File: src/rtl/matrix_load_control_if.sv
// Stream, operand-memory write and multiply-controller handshake signals of the matrix loader.
// The master side drives the stream and mmc_done; the slave side is the loader itself.
interface matrix_load_control_if #(
    parameter int unsigned N     = 32,
    parameter int unsigned DW    = 8,
    parameter int unsigned LANES = 4
);
    localparam int unsigned AW  = $clog2(N * N);
    localparam int unsigned BAW = $clog2(N * N / LANES);
    localparam int unsigned BW  = DW * LANES;

    logic           go;
    logic           in_valid;
    logic [DW-1:0]  in_data;
    logic           in_ready;
    logic           we_A;
    logic [AW-1:0]  addr_A;
    logic [DW-1:0]  DI_A;
    logic           we_B;
    logic [BAW-1:0] addr_B;
    logic [BW-1:0]  DI_B;
    logic           start;
    logic           mmc_done;
    logic           busy;
    logic           load_done;

    modport master (
        output go, in_valid, in_data, mmc_done,
        input  in_ready, we_A, addr_A, DI_A, we_B, addr_B, DI_B, start, busy, load_done
    );

    modport slave (
        input  go, in_valid, in_data, mmc_done,
        output in_ready, we_A, addr_A, DI_A, we_B, addr_B, DI_B, start, busy, load_done
    );
endinterface

File: src/rtl/matrix_load_control.sv
// Byte-stream loader for the matrix-multiply operands: fills A, packs and fills B, then kicks
// the multiply controller and waits for its done pulse.
module matrix_load_control #(
    parameter int unsigned N     = 32,
    parameter int unsigned DW    = 8,
    parameter int unsigned LANES = 4
) (
    input logic                  clk,
    input logic                  rst,
    matrix_load_control_if.slave bus
);
    localparam int unsigned AW  = $clog2(N * N);
    localparam int unsigned BAW = $clog2(N * N / LANES);
    localparam int unsigned BW  = DW * LANES;
    localparam int unsigned LW  = $clog2(LANES);
    localparam int unsigned PW  = DW * (LANES - 1);

    typedef enum logic [2:0] {
        StIdle,
        StLoadA,
        StLoadB,
        StKick,
        StWaitMmc
    } state_e;

    state_e         state_q, state_d;
    logic [AW-1:0]  cnt_q, cnt_d;
    logic [PW-1:0]  pack_q, pack_d;
    logic           we_a_q, we_a_d;
    logic [AW-1:0]  addr_a_q, addr_a_d;
    logic [DW-1:0]  di_a_q, di_a_d;
    logic           we_b_q, we_b_d;
    logic [BAW-1:0] addr_b_q, addr_b_d;
    logic [BW-1:0]  di_b_q, di_b_d;
    logic           start_q, start_d;
    logic           load_done_q, load_done_d;
    logic           busy_q, busy_d;

    logic          in_ready;
    logic          accept;
    logic          last_byte;
    logic [LW-1:0] lane;

    assign in_ready  = (state_q == StLoadA) || (state_q == StLoadB);
    assign accept    = bus.in_valid && in_ready;
    assign last_byte = (cnt_q == AW'(N * N - 1));
    assign lane      = cnt_q[LW-1:0];

    always_comb begin
        state_d     = state_q;
        cnt_d       = cnt_q;
        pack_d      = pack_q;
        we_a_d      = 1'b0;
        addr_a_d    = addr_a_q;
        di_a_d      = di_a_q;
        we_b_d      = 1'b0;
        addr_b_d    = addr_b_q;
        di_b_d      = di_b_q;
        start_d     = 1'b0;
        load_done_d = 1'b0;

        case (state_q)
            StIdle: begin
                if (bus.go) begin
                    state_d = StLoadA;
                    cnt_d   = '0;
                end
            end
            StLoadA: begin
                if (accept) begin
                    we_a_d   = 1'b1;
                    addr_a_d = cnt_q;
                    di_a_d   = bus.in_data;
                    if (last_byte) begin
                        cnt_d   = '0;
                        state_d = StLoadB;
                    end else begin
                        cnt_d = cnt_q + AW'(1);
                    end
                end
            end
            StLoadB: begin
                if (accept) begin
                    if (lane == LW'(LANES - 1)) begin
                        we_b_d   = 1'b1;
                        addr_b_d = cnt_q[AW-1:LW];
                        di_b_d   = {pack_q, bus.in_data};
                    end else begin
                        // Lane 0 lands in the most significant byte of the packed word.
                        for (int l = 0; l < int'(LANES) - 1; l++) begin
                            if (lane == LW'(l)) begin
                                pack_d[PW-1-l*DW -: DW] = bus.in_data;
                            end
                        end
                    end
                    if (last_byte) begin
                        cnt_d   = '0;
                        state_d = StKick;
                    end else begin
                        cnt_d = cnt_q + AW'(1);
                    end
                end
            end
            StKick: begin
                start_d = 1'b1;
                state_d = StWaitMmc;
            end
            StWaitMmc: begin
                // A done pulse coincident with our own start cannot belong to this run.
                if (bus.mmc_done && !start_q) begin
                    load_done_d = 1'b1;
                    state_d     = StIdle;
                end
            end
            default: begin
                state_d = StIdle;
            end
        endcase

        // Held through the load_done cycle even though the FSM is already back in idle.
        busy_d = (state_d != StIdle) || load_done_d;
    end

    always_ff @(posedge clk or posedge rst) begin
        if (rst) begin
            state_q     <= StIdle;
            cnt_q       <= '0;
            pack_q      <= '0;
            we_a_q      <= 1'b0;
            addr_a_q    <= '0;
            di_a_q      <= '0;
            we_b_q      <= 1'b0;
            addr_b_q    <= '0;
            di_b_q      <= '0;
            start_q     <= 1'b0;
            load_done_q <= 1'b0;
            busy_q      <= 1'b0;
        end else begin
            state_q     <= state_d;
            cnt_q       <= cnt_d;
            pack_q      <= pack_d;
            we_a_q      <= we_a_d;
            addr_a_q    <= addr_a_d;
            di_a_q      <= di_a_d;
            we_b_q      <= we_b_d;
            addr_b_q    <= addr_b_d;
            di_b_q      <= di_b_d;
            start_q     <= start_d;
            load_done_q <= load_done_d;
            busy_q      <= busy_d;
        end
    end

    assign bus.in_ready  = in_ready;
    assign bus.we_A      = we_a_q;
    assign bus.addr_A    = addr_a_q;
    assign bus.DI_A      = di_a_q;
    assign bus.we_B      = we_b_q;
    assign bus.addr_B    = addr_b_q;
    assign bus.DI_B      = di_b_q;
    assign bus.start     = start_q;
    assign bus.load_done = load_done_q;
    assign bus.busy      = busy_q;
endmodule

File: src/flat_wrapper.sv
// flat-port wrapper written by rule: the top's interface ports become plain ports
module matrix_load_control_flat 
#(
    parameter int unsigned N     = 32,
    parameter int unsigned DW    = 8,
    parameter int unsigned LANES = 4
)
  (clk, rst, bus_go, bus_in_valid, bus_in_data, bus_mmc_done, bus_in_ready, bus_we_A, bus_addr_A, bus_DI_A, bus_we_B, bus_addr_B, bus_DI_B, bus_start, bus_busy, bus_load_done);
  matrix_load_control_if #(.N(N), .DW(DW), .LANES(LANES)) bus_i ();
  input logic clk;
  input logic rst;
  input wire logic [$bits(bus_i.go)-1:0] bus_go;
  input wire logic [$bits(bus_i.in_valid)-1:0] bus_in_valid;
  input wire logic [$bits(bus_i.in_data)-1:0] bus_in_data;
  input wire logic [$bits(bus_i.mmc_done)-1:0] bus_mmc_done;
  output wire logic [$bits(bus_i.in_ready)-1:0] bus_in_ready;
  output wire logic [$bits(bus_i.we_A)-1:0] bus_we_A;
  output wire logic [$bits(bus_i.addr_A)-1:0] bus_addr_A;
  output wire logic [$bits(bus_i.DI_A)-1:0] bus_DI_A;
  output wire logic [$bits(bus_i.we_B)-1:0] bus_we_B;
  output wire logic [$bits(bus_i.addr_B)-1:0] bus_addr_B;
  output wire logic [$bits(bus_i.DI_B)-1:0] bus_DI_B;
  output wire logic [$bits(bus_i.start)-1:0] bus_start;
  output wire logic [$bits(bus_i.busy)-1:0] bus_busy;
  output wire logic [$bits(bus_i.load_done)-1:0] bus_load_done;
  assign bus_i.go = bus_go;
  assign bus_i.in_valid = bus_in_valid;
  assign bus_i.in_data = bus_in_data;
  assign bus_i.mmc_done = bus_mmc_done;
  assign bus_in_ready = bus_i.in_ready;
  assign bus_we_A = bus_i.we_A;
  assign bus_addr_A = bus_i.addr_A;
  assign bus_DI_A = bus_i.DI_A;
  assign bus_we_B = bus_i.we_B;
  assign bus_addr_B = bus_i.addr_B;
  assign bus_DI_B = bus_i.DI_B;
  assign bus_start = bus_i.start;
  assign bus_busy = bus_i.busy;
  assign bus_load_done = bus_i.load_done;
  matrix_load_control #(.N(N), .DW(DW), .LANES(LANES)) u_core (.clk(clk), .rst(rst), .bus(bus_i));
endmodule
File: config.mk
export PLATFORM = sky130hd
export DESIGN_NAME = matrix_load_control_flat
export DESIGN_NICKNAME = d
export VERILOG_FILES = /design/src/rtl/matrix_load_control_if.sv /design/src/rtl/matrix_load_control.sv /design/src/flat_wrapper.sv
export SDC_FILE = /design/constraint.sdc
export NUM_CORES = 1
export LEC_CHECK = 0
export ABC_AREA = 1
export BUFFER_PORTS_ARGS = -buffer_cell sky130_fd_sc_hd__buf_2
export CAP_MARGIN = 20
export CORE_ASPECT_RATIO = 1.25
export CORE_UTILIZATION = 55
export DETAILED_ROUTE_END_ITERATION = 10
export GPL_TIMING_DRIVEN = 0
export PLACE_DENSITY = 0.79
export SYNTH_ARGS = -nofsm -noshare
export SYNTH_HDL_FRONTEND = slang
export SYNTH_SLANG_ARGS = --single-unit
File: constraint.sdc
create_clock -name clk -period 3.9 [get_ports clk]
set_input_delay 0.195 -clock clk [delete_from_list [all_inputs] [get_ports clk]]
set_output_delay 0.195 -clock clk [all_outputs]
set_load 0.1 [all_outputs]
Word-level counts from Yosys, hierarchy flattened --
Cells that the tools add are included.
Storage, ports and cells: register bits after elaboration 100, input bits 13, output and inout bits 64, word-level logic and storage cells 61
Operators by class: bitwise gates (word level) 1, add/subtract/negate cells 1, reduce and logical (&&, ||, !) cells 16, equal/unequal tests 10, multiplexer cells 19
Operator list (number):
- $mux W10 | 3
- $pmux W10 S2 | 1
- $mux W3 | 6
- $pmux W3 S5 | 1
- $reduce_and A4 Y1 | 3
- $add A10 B1 Y10 const B | 1
- $eq A10 B10 Y1 const B | 1
- $mux W1 | 8
- $eq A3 B2 Y1 const B | 2
- $reduce_and A3 Y1 | 2
- $eq A2 B2 Y1 const B | 2
- $eq A3 B1 Y1 const B | 1
- $eq A3 B3 Y1 const B | 1
- $logic_not A3 Y1 | 1
- $reduce_bool A3 Y1 | 1
- $eq A2 B1 Y1 const B | 1
- $logic_and A1 B1 Y1 | 2
- $logic_not A2 Y1 | 1
- $logic_or A1 B1 Y1 | 2
- $ne A2 B1 Y1 const B | 1
- $ne A2 B2 Y1 const B | 1
- $reduce_and A2 Y1 | 1
- $reduce_bool A2 Y1 | 1
- $reduce_or A2 Y1 | 1
- 2 further kinds | 2

Longest topological paths before layout --
Gate-level depths: netlist (run 1).
depth in word-level cells 7, gate-level depth with buffers 9, depth with buffers taken out 8

Least setup slack after synthesis (run 1) --
No wires, ideal clock.
path type flip-flop to flip-flop, from reg u_core.state_q[2], to reg u_core.cnt_q[5], buffers on the path 0, library setup time 0.077 ns, period minus slack after synthesis 1.868 ns, cell stages (with the launch flop) 8, arrival 1.791 ns, setup slack 2.032 ns, required time 3.823 ns, cells stage by stage dfrtp_1 > inv_2 > nand3_2 > nand2_1 > nand2_1 > nand2_1 > nand2_1 > a21oi_1
Between the ends: cells in the longest elaborated chain, start to end 5, elaborated cells between the ends (all ways) 11, those cells by class eq/ne (4); mux (1); reduce/logical (6)
Ends and longest elaborated chain:
- from (decl) | RTL line matrix_load_control.sv:26 | state_e state_q, state_d;
- from (signal assigned) | RTL line matrix_load_control.sv:126 | state_q <= StIdle;
- from (signal assigned) | RTL line matrix_load_control.sv:139 | state_q <= state_d;
- $eq A3 B1 Y1 / $eq A3 B2 Y1 (equally long branches) | RTL line matrix_load_control.sv:44 | assign in_ready = (state_q == StLoadA) || (state_q == StLoadB);
- $logic_or A1 B1 Y1 (*) | RTL line matrix_load_control.sv:44
- via bus_in_ready | RTL line flat_wrapper.sv:16 | output wire logic [$bits(bus_i.in_ready)-1:0] bus_in_ready;
- $logic_and A1 B1 Y1 (*) | RTL line matrix_load_control.sv:45 | assign accept = bus.in_valid && in_ready;
- $ne A2 B1 Y1 (no line) (*)
- $reduce_and A3 Y1 (no line) (*)
- to (signal assigned) | RTL line matrix_load_control.sv:140 | cnt_q <= cnt_d;
- to (decl) | RTL line matrix_load_control.sv:27 | logic [AW-1:0] cnt_q, cnt_d;
The timed path passes the listed nets; every way through them passes the cells marked *. A chain may end at the register's enable or synchronous reset.

Worst setup path after layout (run 1) --
from reg u_core.state_q[1], to out bus_in_ready
Between the ends: cells in the longest elaborated chain, start to end 2, elaborated cells between the ends (all ways) 3, those cells by class eq/ne (2); reduce/logical (1)
Ends and longest elaborated chain (RTL line):
- $eq A3 B1 Y1 / $eq A3 B2 Y1 (equally long branches) | matrix_load_control.sv:44
- $logic_or A1 B1 Y1 (*) | matrix_load_control.sv:44
- to (decl) | flat_wrapper.sv:16
Mark *: on every way between the ends. The rest lies on a longest branch, timed or not.

==> impl_metrics.toml, run 1 <==
[floorplan]
die_h_um = 97.42
dieArea_um2 = 7631
die_width_um = 78.34
num_io_pins = 77
initial_core_util_pct = 57.08
rows = 34
core-area_um2 = 7019

[setup_path]
path_class = "reg2out"
worst-path-buf-inv = 2
end_kind = "output port"
cp.arrival_ps = 1780
slowest_stage = "buf_2"
critPathMaxStageDelay_ps = 480
ff2ff_path_depth = 8
critical_path.top_delay_family = "buffers and inverters"
cp_max_fo = 7
required_ps = 3700
r2r_slack_ps = 2290
rr_endpoint = "u_core.cnt_q[3]"
path_cells = "inv_1 > nand3_2 > nand2_1 > buf_2"
timing.rr.start = "u_core.cnt_q[0]"
startpoint_type = "flip-flop"

[drt]
vias_per_cell = 5.158
routed.top_layer = "met4"
met1_length_um = 3533
wl_met3_um = 336
routedWlPerCell_um = 14.28
drt_iter0_drc = 264
wirelength_um = 8696
dr_total_vias = 3141
postRouteAntennaNets = 0
dr.pass1.iters = 4
wl_met2_um = 4667
drc = 0

[timing]
relSlewSlack_pct = 67.09
tightest_slew_ps = 497.1
clock_skew_ps = 14.12
max_freq_mhz = 507.1
hold_viol = 0
grt_setup_unrepaired = "false"
fin_crit_sh_pct = 50.57
min_period_ps = 1972
finalSetupViolCount = 0
fin_ws_ps = 1928
slew_viol_final = 0
setup_tns_ps = 0

[power_and_ir_drop]
powerDensity_nw_per_um2 = 515.5
leakagePower_uw = 0.002642
peakVddDrop_mv = 0.3195

[cells_and_area]
drive_above_1_share_pct = 24.47
fillCellCount = 573
nets = 531
area_growth_pct = 18.46
antenna_cells = 0

[worst_hold_path]
hold_depth = 3
min_path_type = "in2reg"
hold_end = "u_core.bus.load_done"
hp-start = "bus_mmc_done"

[synthesis]
synth_top_area_share_pct = 62.46
syn_avg_cell_area_um2 = 9.427
ys_ff_latch = 100
synth.area.top_cells = "dfrtp_1 (62%), nand2_1 (15%), o21ai_0 (6.0%)"
synthesis.instances = 425
yosys.cell_types.count = 27
syn_nets = 442
ys_seq_area_share_pct = 62.46
synth_area_um2 = 4006
yosysTopAreaCell = "dfrtp_1"
ys_warn_count = 0

[global_route]
grt_pass1_wl_um = 14880
grt_usage_pct = 25.45
grt_max_degree = 66
grt_pass1_vias = 3100
overflow = 0
antenna_found_initial = 0

[cts]
numCtsBuffers = 9
post_cts_resize_count = 0
cts_max_level = 3
insertion_delay_ps = 370
cts_tree = "yes"
cts.sinks = 100
cts_root_buffer = "clkbuf_8"
clk_path_buf_depth = 2
cts.clk_slew.worst_paths_ps = 90

[job]
cap_viol_max_count = 0

[place]
place_congestion = 0.8472
place_ws_ps = 2306
io_buffers = 76
dpl.hpwl_um = 6097

[status]
status = "complete, no violations"
==> layer usage <==
metal	global-route usage, %	up-vias
met5	0	-
met1	32.25	1518
met4	10.11	0
met2	43.86	91
met3	3.474	14
li1	-	1518
==> registers in the layout, summed over array words and instances (netlist names) <==
signal and cells:
u_core.bus.DI_A 8, u_core.bus.busy 1, u_core.bus.start 1, u_core.bus.addr_B 8, u_core.state_q 3, u_core.bus.DI_B 32
u_core.bus.addr_A 10, u_core.bus.we_B 1, u_core.bus.we_A 1, u_core.bus.load_done 1, u_core.pack_q 24, u_core.cnt_q 10
==> cells by family after synthesis <==
logic type	count (synthesis)	share of synthesized area (%)
AND/OR/NAND/NOR	202	20.74
flip-flops	100	62.46
AO/OA/AOI/OAI	69	9.463
buffers and inverters	50	6.090
adder cells (fa/ha/maj)	4	1.249
==> how the worst max path moves through the flow <==
| stage | start | to | depth (start not counted) |
|---|---|---|---|
| floorplan | rst | u_core.bus.DI_A[0] | 1 |
| finish | u_core.state_q[1] | bus_in_ready | 4 |
| global placement | rst | u_core.bus.DI_B[9] | 2 |
| global route | u_core.state_q[2] | bus_in_ready | 4 |
| detailed placement | u_core.cnt_q[0] | u_core.cnt_q[3] | 8 |
| CTS | u_core.state_q[1] | bus_in_ready | 4 |
==> worst register-to-register path, stage by stage, from the launching register on <==
cell     delay [ps]
dfrtp_1         410
ha_1            240
nand2_1         100
nor2_2          210
nand3_1         200
nand2_1         130
nand2_1         100
nand2_1          80
nor2_1           40
==> synth_stat cells <==
| cell | number |
|---|---|
| nand2_2 | 4 |
| o31ai_1 | 2 |
| nor2_4 | 1 |
| o211ai_1 | 1 |
| nand3_2 | 1 |
| nor3_1 | 3 |
| a21oi_1 | 2 |
| nand3_1 | 12 |
| buf_6 | 5 |
| inv_2 | 4 |
| dfrtp_1 | 100 |
| nand3b_1 | 1 |
| nor2_1 | 10 |
| clkbuf_1 | 2 |
| nor2_2 | 2 |
| buf_4 | 3 |
| o21ai_2 | 6 |
| nand3_4 | 1 |
| buf_2 | 6 |
| inv_1 | 30 |
| o22ai_1 | 1 |
| o21ai_1 | 8 |
| nand2_1 | 164 |
| nand4_1 | 3 |
| a22oi_1 | 1 |
| ha_1 | 4 |
| o21ai_0 | 48 |
==> stage by stage <==
stage               area (um^2)  util [%]  hold slack, ps  total power [uW]  cells
floorplan                  4006         -           352.0              1664    425
global placement           4499     64.10           453.4              1769    591
detailed placement         4529     64.53           248.6              1786    592
CTS                        4746     67.61           89.76              2464    609
global route               4746     67.61           104.4              2549    609
finish                     4746     67.61           97.02              2446    609
==> layout by cell type (no fill, tap or decap) <==
master,synthesis,layout
nand3_1,12,12
nand2_1,164,164
inv_4,0,1
buf_6,5,5
ha_1,4,4
buf_16,0,1
o21ai_2,6,6
nand3b_1,1,1
o22ai_1,1,1
clkinv_2,0,1
o31ai_1,2,2
nor2_4,1,1
a21oi_1,2,2
nand4_1,3,3
clkbuf_8,0,10
nor3_1,3,3
o21ai_0,48,48
o21ai_1,8,8
buf_2,6,82
dfrtp_1,100,100
dlygate4sd3_1,0,1
clkinvlp_4,0,1
nand2_2,4,4
o211ai_1,1,1
bufinv_16,0,1
nand3_4,1,1
inv_2,4,4
a22oi_1,1,1
nor2_2,2,2
buf_4,3,3
inv_1,30,29
inv_6,0,3
nand3_2,1,1
nor2_1,10,10
clkbuf_1,2,2
==> final cells by class <==
class                      count  area (um^2)  share of cell area [%]
buffer                        16        116.4                   2.452
tap                           90        112.6                   2.373
multi-input combinational    275         1260                   26.55
clock inverter                 6        68.82                   1.450
clock buffer                  10        137.6                   2.900
inverter                      34        130.1                   2.742
timing repair buffer          78        417.9                   8.806
sequential                   100         2502                   52.73
==> power breakdown <==
group	switching, uW	internal, uW
Combinational	503	95.8
Clock	363	320
Sequential	53.1	1110
Total	919	1530
==> repair_timing <==
item,CTS,global route
endpoints found under the hold margin,35,0
hold buffers,1,0
buffers inserted,0,0
(Power assumes the default switching activity.)
==> run 2, diff against run 1 <==
- ABC_AREA: 1 -> 0
- CORE_UTILIZATION: 55 -> 50
- PLACE_DENSITY: 0.79 -> 0.76
- clock period: 3.9 -> 1.6 ns (I/O delays scaled with it)
==> run 2 against run 1 <==
The flow now finishes with violations (negative setup slack). Non-clock buffer count up 22. Largest cell class unchanged. Flip-flop and latch count is the same. Hold slack lost 82 ps. Via count down 14%. Critical path depth rose by 1. Register-to-register slack got worse by 2400 ps. First-iteration DRC count fell by 70%. Sequential share of layout area fell by 6.6 points. Utilization increased by 0.95 points. Sequential power rose to 2.5 times the previous value.
==> impl_metrics.toml, run 2 <==
[synthesis]
async_reset_ff_share_pct = 100.0
synth.area.top_cells = "dfrtp_1 (60%), mux2_2 (22%), buf_6 (1.6%)"
ys_warn_count = 0
yosysTopAreaCell = "dfrtp_1"
synth_top_cells_by_count = "dfrtp_1 (100), mux2_2 (83), inv_1 (7), nand2_1 (7)"
synthesis.instances = 280
yosys.cell_types.count = 47
synth_xor_area_share_pct = 0.3914
synth_top_family_by_area = "multiplexers"
synth_edf_count = 0
synth_area_um2 = 4155
ys_ff_latch = 100
synth_compound_area_share_pct = 3.854
ys_seq_area_share_pct = 60.22
synth_top_area_share_pct = 60.22
syn_avg_cell_area_um2 = 14.84
synth_most_common_cell = "dfrtp_1"
yosys.area_share.simple_pct = 8.010
synthAdderAreaFrac_pct = 1.204
synthMuxAreaShare_pct = 22.98
syn_nets = 297
synth_flop_cell = "dfrtp_1"

[cts]
cts.clk_slew.worst_paths_ps = 110
clk_path_buf_depth = 2
insertion_delay_ps = 380
cts.sinks = 100
numCtsBuffers = 9
cts_root_buffer = "clkbuf_8"
cts_tree = "yes"
cts_max_level = 3

[place]
io_buffers = 76
place_ws_ps = -257.6
dpl.hpwl_um = 5607
place_congestion = 0.9113
place_area_um2 = 4725

[drt]
drt_iter0_drc = 79
routedWlPerCell_um = 17.66
drc = 0
postRouteAntennaNets = 0
dr.pass1.iters = 4
wirelength_um = 8779
dr_total_vias = 2711
vias_per_cell = 5.455

[setup_path]
end_kind = "flip-flop"
startpoint_type = "flip-flop"
required_ps = 1890
cp_max_fo = 5
path_class = "reg2reg"
cp.arrival_ps = 1990

[floorplan]
num_io_pins = 77
die_h_um = 103.9
rows = 36
initial_core_util_pct = 52.41
die_width_um = 83.54
core-area_um2 = 7928
dieArea_um2 = 8681

[cells_and_area]
drive_above_1_share_pct = 61.19
largest_reg_flops = 32
layout_common_cells = "dfrtp_1 (95), mux2_2 (83), buf_2 (75), buf_4 (16), buf_12 (11)"
area_growth_pct = 30.80
final_common_cell = "dfrtp_1"
antenna_cells = 0
nets = 414
final_area_um2 = 5435

[timing]
grt_setup_unrepaired = "true"
hold_viol = 0
max_freq_mhz = 590.2
relSlewSlack_pct = 50.73
clock_skew_ps = 16.47
fin_ws_ps = -94.35
slew_viol_final = 0
fin_crit_sh_pct = 105.9
tightest_slew_ps = 737.6
finalSetupViolCount = 70
min_period_ps = 1694
setup_tns_ps = -2628

[power_and_ir_drop]
powerDensity_nw_per_um2 = 1100
peakVddDrop_mv = 1.009
leakagePower_uw = 0.002790

[worst_hold_path]
min_path_type = "in2reg"

[global_route]
grt_pass1_vias = 2698
grt_usage_pct = 20.61
grt_pass1_wl_um = 13810
grt_max_degree = 41
overflow = 0
antenna_found_initial = 0

[status]
violations = "negative setup slack"
status = "finished with violations"

[job]
cap_viol_max_count = 0
## run 2: changes by cell type in the layout (fill, tap and decap cells not counted), moves of 6 or more
cell and delta:
buf_12 +11, buf_2 -7, buf_4 +13, inv_1 -23, mux2_2 +83, nand2_1 -157, nand3_1 -7, nor2_1 -8
o21ai_0 -44, o21ai_1 -6
## run 2: cell type report
| class | instances | area, um^2 |
|---|---|---|
| flip-flops and latches | 100 | 2509 |
| inverters | 8 | 38.79 |
| multi-input cells | 162 | 1653 |
| clock buffers | 9 | 123.9 |
| plain buffers | 10 | 155.1 |
| well taps | 95 | 118.9 |
| repair buffers | 106 | 767.0 |
| fillers | 581 | 2492 |
| clock inverters | 7 | 70.07 |
## run 2: cells by family after synthesis
logic type | after synthesis
AO/OA/AOI/OAI | 23
flip-flops | 100
XOR/XNOR | 1
buffers and inverters | 19
multiplexers | 85
AND/OR/NAND/NOR | 48
adder cells (fa/ha/maj) | 4
## run 2: worst paths after layout
kind	slack (ps)	from	to	depth (start not counted)
hold reg to reg	510	u_core.bus.DI_A[1]	u_core.bus.DI_A[1]	1
min in group asynchronous	370	rst	u_core.bus.DI_B[30]	3
setup reg to reg	-90	u_core.state_q[1]	u_core.cnt_q[3]	5
hold / removal	20	bus_in_data[3]	u_core.pack_q[3]	2
max in group asynchronous	590	rst	u_core.cnt_q[4]	4
setup / recovery	-90	u_core.state_q[1]	u_core.cnt_q[3]	5
## run 2: what timing repair did
action	CTS	global route
setup endpoints to repair	86	84
gates resized for setup	24	18
cloned	0	5
pin swaps	3	4
setup buffers	10	10
endpoints found under the hold margin	37	0
hold buffers	4	0
## run 2: report_power, final
| group | total (uW) | switching (uW) | internal, uW |
|---|---|---|---|
| sequential | 2910 | 188 | 2720 |
| clock | 1550 | 947 | 606 |
| combinational | 1520 | 1100 | 418 |
## run 2: routing by layer
metal / part of all wire [%] / GRT usage, % / vias to the layer above
li1: - / - / 1256
met1: 40 / 25.04 / 1370
met2: 55 / 36.36 / 73
met3: 3.8 / 3.333 / 12
met4: 1.5 / 8.596 / 0
met5: 0 / 0 / -
## run 2: through the flow
| step | total power (uW) | util [%] | instances | hold slack (ps) |
|---|---|---|---|---|
| floorplan | 3985 | - | 280 | 230.5 |
| global placement | 4219 | 59.09 | 451 | 387.2 |
| detailed placement | 4261 | 59.60 | 453 | 242.3 |
| CTS | 5922 | 64.95 | 483 | 10.53 |
| global route | 6242 | 68.56 | 497 | 11.56 |
| finish | 5978 | 68.56 | 497 | 15.52 |
## run 2: worst max-delay path, stage by stage, from the launching register on
cell	delay, ps
dfrtp_1	390
buf_6	130
xnor2_2	150
or2_4	280
or4b_4	550
o22ai_2	130
